`src/rtl/path_accum_engine.sv`:
```
// Path-count accumulator: walks an adjacency memory breadth-first from a start node and
// sums the number of distinct paths reaching the end node. Optional macro: PATH_ACCUM_SATURATE_EN.
module path_accum_engine #(
    parameter int NODE_IDX_WIDTH  = 9,
    parameter int COUNTER_WIDTH   = 4,
    parameter int ACCUM_VAL_WIDTH = 48,
    parameter int FIFO_DEPTH      = 32
) (
    input  logic                       clk,
    input  logic                       rst,
    input  logic                       start_run,
    input  logic [NODE_IDX_WIDTH-1:0]  start_node_idx,
    input  logic [NODE_IDX_WIDTH-1:0]  end_node_idx,
    output logic                       mem_rd_en,
    output logic [NODE_IDX_WIDTH-1:0]  mem_node_idx,
    output logic [COUNTER_WIDTH-1:0]   mem_edge_sel,
    input  logic [COUNTER_WIDTH-1:0]   mem_edge_count,
    input  logic [NODE_IDX_WIDTH-1:0]  mem_next_node_idx,
    output logic                       busy,
    output logic                       result_valid,
    output logic [ACCUM_VAL_WIDTH-1:0] result,
    output logic                       err_fifo_full,
    output logic                       err_saturated
);
    localparam int PW = $clog2(FIFO_DEPTH);

    typedef enum logic [2:0] {IDLE, LOAD, POP, EDGE_REQ, EDGE_RSP, DONE, ERROR} state_t;

    state_t                     state;
    logic [NODE_IDX_WIDTH-1:0]  q_node [FIFO_DEPTH];
    logic [ACCUM_VAL_WIDTH-1:0] q_cnt  [FIFO_DEPTH];
    logic [FIFO_DEPTH-1:0]      q_vld;
    logic [PW-1:0]              rd_ptr, wr_ptr;
    logic [NODE_IDX_WIDTH-1:0]  start_q, end_q, cur_node;
    logic [ACCUM_VAL_WIDTH-1:0] cur_count, end_acc;
    logic [COUNTER_WIDTH-1:0]   k;

    logic                       hit, is_end, full, empty;
    logic [PW-1:0]              hit_idx;
    logic [COUNTER_WIDTH-1:0]   k_next;
    logic [ACCUM_VAL_WIDTH-1:0] add_a, sum;
`ifdef PATH_ACCUM_SATURATE_EN
    logic [ACCUM_VAL_WIDTH:0]   sum_wide;
    logic                       sat_hit;
`endif

    always_comb begin
        hit     = 1'b0;
        hit_idx = '0;
        // Queue holds at most one entry per node, so the first hit is the only one.
        for (int unsigned i = 0; i < FIFO_DEPTH; i++) begin
            if (!hit && q_vld[i] && q_node[i] == mem_next_node_idx) begin
                hit     = 1'b1;
                hit_idx = PW'(i);
            end
        end
        is_end = (mem_next_node_idx == end_q);
        full   = (rd_ptr == wr_ptr) && q_vld[rd_ptr];
        empty  = (rd_ptr == wr_ptr) && !q_vld[rd_ptr];
        k_next = k + 1'b1;
        add_a  = is_end ? end_acc : q_cnt[hit_idx];
`ifdef PATH_ACCUM_SATURATE_EN
        sum_wide = {1'b0, add_a} + {1'b0, cur_count};
        sat_hit  = sum_wide[ACCUM_VAL_WIDTH];
        sum      = sat_hit ? '1 : sum_wide[ACCUM_VAL_WIDTH-1:0];
`else
        sum      = add_a + cur_count;
`endif
    end

`ifndef PATH_ACCUM_SATURATE_EN
    assign err_saturated = 1'b0;
`endif

    always_ff @(posedge clk) begin
        if (rst) begin
            state         <= IDLE;
            q_vld         <= '0;
            rd_ptr        <= '0;
            wr_ptr        <= '0;
            start_q       <= '0;
            end_q         <= '0;
            cur_node      <= '0;
            cur_count     <= '0;
            end_acc       <= '0;
            k             <= '0;
            mem_rd_en     <= 1'b0;
            mem_node_idx  <= '0;
            mem_edge_sel  <= '0;
            busy          <= 1'b0;
            result_valid  <= 1'b0;
            result        <= '0;
            err_fifo_full <= 1'b0;
`ifdef PATH_ACCUM_SATURATE_EN
            err_saturated <= 1'b0;
`endif
        end else begin
            case (state)
                IDLE, DONE, ERROR: begin
                    if (start_run) begin
                        start_q       <= start_node_idx;
                        end_q         <= end_node_idx;
                        q_vld         <= '0;
                        rd_ptr        <= '0;
                        wr_ptr        <= '0;
                        end_acc       <= '0;
                        result_valid  <= 1'b0;
                        result        <= '0;
                        err_fifo_full <= 1'b0;
`ifdef PATH_ACCUM_SATURATE_EN
                        err_saturated <= 1'b0;
`endif
                        busy          <= 1'b1;
                        state         <= LOAD;
                    end
                end
                LOAD: begin
                    if (start_q == end_q) begin
                        end_acc      <= ACCUM_VAL_WIDTH'(1);
                        result       <= ACCUM_VAL_WIDTH'(1);
                        result_valid <= 1'b1;
                        busy         <= 1'b0;
                        state        <= DONE;
                    end else begin
                        q_node[wr_ptr] <= start_q;
                        q_cnt[wr_ptr]  <= ACCUM_VAL_WIDTH'(1);
                        q_vld[wr_ptr]  <= 1'b1;
                        wr_ptr         <= wr_ptr + 1'b1;
                        state          <= POP;
                    end
                end
                POP: begin
                    if (empty) begin
                        result       <= end_acc;
                        result_valid <= 1'b1;
                        busy         <= 1'b0;
                        state        <= DONE;
                    end else begin
                        cur_node      <= q_node[rd_ptr];
                        cur_count     <= q_cnt[rd_ptr];
                        q_vld[rd_ptr] <= 1'b0;
                        rd_ptr        <= rd_ptr + 1'b1;
                        k             <= '0;
                        mem_rd_en     <= 1'b1;
                        mem_node_idx  <= q_node[rd_ptr];
                        mem_edge_sel  <= '0;
                        state         <= EDGE_REQ;
                    end
                end
                EDGE_REQ: begin
                    mem_rd_en <= 1'b0;
                    state     <= EDGE_RSP;
                end
                EDGE_RSP: begin
                    if (mem_edge_count == '0) begin
                        state <= POP;
                    end else if (!is_end && !hit && full) begin
                        err_fifo_full <= 1'b1;
                        busy          <= 1'b0;
                        state         <= ERROR;
                    end else begin
                        if (is_end) begin
                            end_acc <= sum;
                        end else if (hit) begin
                            q_cnt[hit_idx] <= sum;
                        end else begin
                            q_node[wr_ptr] <= mem_next_node_idx;
                            q_cnt[wr_ptr]  <= cur_count;
                            q_vld[wr_ptr]  <= 1'b1;
                            wr_ptr         <= wr_ptr + 1'b1;
                        end
`ifdef PATH_ACCUM_SATURATE_EN
                        if ((is_end || hit) && sat_hit) err_saturated <= 1'b1;
`endif
                        if (k_next == mem_edge_count) begin
                            state <= POP;
                        end else begin
                            k            <= k_next;
                            mem_rd_en    <= 1'b1;
                            mem_node_idx <= cur_node;
                            mem_edge_sel <= k_next;
                            state        <= EDGE_REQ;
                        end
                    end
                end
                default: state <= IDLE;
            endcase
        end
    end
endmodule

```
`config.mk`:
```
export PLATFORM = sky130hd
export DESIGN_NAME = path_accum_engine
export DESIGN_NICKNAME = d
export VERILOG_FILES = /design/src/rtl/path_accum_engine.sv
export SDC_FILE = /design/constraint.sdc
export NUM_CORES = 2
export LEC_CHECK = 0
export ABC_AREA = 1
export BUFFER_PORTS_ARGS = -buffer_cell sky130_fd_sc_hd__clkbuf_2
export CORE_MARGIN = 5
export CORE_UTILIZATION = 45
export DETAILED_ROUTE_END_ITERATION = 8
export SLEW_MARGIN = 15
export SYNTH_ARGS = -nofsm -noshare
export SYNTH_HDL_FRONTEND = slang
export SYNTH_SLANG_ARGS = --single-unit
export TNS_END_PERCENT = 20
```
`constraint.sdc`:
```
create_clock -name clk -period 13.8 [get_ports clk]
set_input_delay 4.14 -clock clk [delete_from_list [all_inputs] [get_ports clk]]
set_output_delay 4.14 -clock clk [all_outputs]
set_load 0.02 [all_outputs]
```
==> impl_metrics.csv <==
group,metric,value,unit
status,status,"finished, final reports clean",
synth,synthesis.nets,11285,
pwr,peakVddDrop,0.165,mV
finish,register_area,0.0595,mm²
global_route,grt_overflow,0,
clocking,htree_levels,4,
clocking,holdBufCountCts,0,
clocking,cts_buffer_depth,3,
sta,setup_tns,0,ns
synth,syn_avg_cell_area,9.28,µm²
sta,drv_slew,0,
die,initial_core_util,0.452,
synth,synth.distinct_cells,69,
route,drt_first_iter_violations,13807,
synth,yosys_most_used_dff,"edfxtp_1",
synth,synth_edf_count,1824,
global_route,use_met2,0.495,
pwr,powerDensity,151,mW/mm²
synth,ys_top_cells_by_count,"nand2_1 (1,971), edfxtp_1 (1,824), o21ai_0 (1,586)",
global_route,grt_max_degree,187,
global_route,use_met1,0.454,
clocking,cts-root-buf,"clkbuf_16",
global_route,grt_busiest_layer,"met2",
die,core,0.230,mm²
finish,num-fill-cells,20691,
finish,syn2layout_area_growth,12.0,%
setup_path,worstPathRequired,14.44,ns
sta,grt_setup_unrepaired,"no",
die,dieArea,0.241,mm²
finish,multi_input_comb_area,0.0383,mm²
setup_path,critPathLaunchType,"primary input",
route,drc_errors,0,
sta,fin_worst_skew,0.0482,ns
synth,yosysMostFrequentCell,"nand2_1",
sta,worst_slew_pin_slew,1.19,ns
global_route,antenna_found_initial,9,
pwr,power,17.6,mW
synth,syn-cell-area,0.104,mm²
synth,synth_area_leaders,"edfxtp_1 (53%), o21ai_0 (7.6%), nand2_1 (7.1%)",
route,drt.antenna.violating_nets,0,
die,die_h,490,µm
synth,synth_top_area_frac,0.527,
sta,period_needed,13.15,ns
global_route,grt_pass1_wl,588000,µm
synth,yosys.area.top_type,"edfxtp_1",
setup_path,crit_path_max_fanout,33,
clocking,clk-insertion-delay-late,0.90,ns
global_route,met3_usage,0.0721,
sta,finalCritPeriodShare,0.953,
setup_path,endpoint_kind,"flop",
synth,netlist_instances,11194,
setup_path,path_class,"in2reg",
route,viasPerCell,6.36,
sta,max_slew_margin,0.200,
pwr,p_leak,42.2,nW
synth,async_flop_share,0,
die,pin_count,100,
placed_design,dp_hpwl,240000,µm
clocking,numCtsBuffers,222,
setup_path,slowest_stage,"o311ai_0",
route,detail_route.first_pass.iterations,7,
synth,ys_seq_elements,2062,
clocking,cts_tree,"yes",
sta,hold_viol,0,
setup_path,reg2reg_slack,3.94,ns
route,num_vias,91151,
synth,seq_area_frac_synth,0.573,
clocking,cts_setup_buffers,0,
synth,ys_warn_count,0,
global_route,grt_usage,0.328,
finish,fin_nets,11192,
placed_design,io_buffers,98,
finish,drive_gt1_frac,0.0913,
clocking,clkSinkCount,2062,
route,routed_wl,411000,µm
setup_path,critPathMaxStageDelay,0.51,ns
die,die_width,490,µm
global_route,first_global_vias,84181,
job,cap_violations,0,
die,rows,176,
sta,max_freq,0.0761,GHz
route,wire_per_inst,28.7,µm
hold_path,worstHoldPathType,"reg2reg",
setup_path,cp_common_cell,"nand2_1",
clocking,cts.reportedPaths.clkPinSlew,0.06,ns
setup_path,arrival,13.78,ns
sta,setup-violations-final,0,
placed_design,place.gp.congestion,0.983,
-- report_power, final --
group | total (mW) | internal [mW] | switching, mW
registers | 7.19 | 7.00 | 0.188
clock network | 6.06 | 3.43 | 2.63
logic | 4.33 | 1.20 | 3.13
-- per-layer routing --
layer	part of all wire	vias to the layer above
met1	0.39	44225
met2	0.44	6177
met4	0.050	10
li1	-	39647
met5	0.00016	-
met3	0.12	1092
-- kinds of logic after synthesis --
kind of cell / share of synthesized area
AND/OR/NAND/NOR: 0.165
XOR/XNOR: 0.0143
buffers and inverters: 0.0631
other: 0.0000361
adder cells (fa/ha/maj): 0.00694
AO/OA/AOI/OAI: 0.178
flip-flops: 0.573
-- final timing paths --
path / start / endpoint / depth (start not counted)
setup / recovery: mem_next_node_idx[6] / q_cnt[23][42] / 52
hold / removal: result[36] / result[36] / 2
setup reg to reg: q_node[6][0] / q_cnt[23][42] / 48
hold reg to reg: result[36] / result[36] / 2
-- final cells by class --
class	count	area share
repair buffers	531	0.0395
clock buffers	296	0.0534
multi-input cells	7579	0.330
inverters	705	0.0231
flip-flops and latches	2062	0.512
diodes	4	0.0000860
well taps	3026	0.0325
clock inverters	124	0.00996
-- sequential cells by signal, indices dropped and copies added (netlist names), 3 cells and up, named ones only --
name	count
cur_count	48
cur_node	9
end_acc	48
end_q	9
k	4
mem_node_idx	9
q_cnt	1536
q_node	288
q_vld	32
rd_ptr	5
result	48
start_q	9
state	3
wr_ptr	5
-- through the flow --
stage	util	cells	hold WS, ns	worst slack, ns	area, µm²
finish	0.506	14327	0.466	0.652	116000
CTS	0.506	14323	0.465	0.999	116000
global route	0.506	14324	0.484	0.00680	116000
global placement	0.473	13900	0.450	0.227	109000
detailed placement	0.474	13903	0.458	0.109	109000
floorplan	-	11194	0.445	1.24	104000
-- cell usage in the layout, fill, tap and decap left out, types with 97 or more instances in the layout --
cell,synthesis,layout
clkbuf_16,0,229
dfxtp_1,238,234
clkbuf_2,0,97
nand2_1,1971,1965
xor2_1,116,116
nand3_1,887,887
o211ai_1,392,392
buf_4,97,365
o21ai_1,186,192
o21ai_0,1586,1552
nand4_1,109,109
inv_1,688,681
edfxtp_1,1824,1824
nor2_1,957,910
a21oi_1,772,771
-- repair_timing --
| action | in CTS | in global routing |
|---|---|---|
| resized for setup | 0 | 3 |
| setup endpoints to repair | 0 | 144 |
| endpoints found under the hold margin | 0 | 0 |
-- worst max-delay path, delay by kind of cell --
family	cells	cell delay, ns
AO/OA/AOI/OAI	16	3.93
XOR/XNOR	2	0.32
adder cells (fa/ha/maj)	1	0.31
buffers and inverters	11	2.09
AND/OR/NAND/NOR	22	2.86
(Power assumes the default switching activity.)
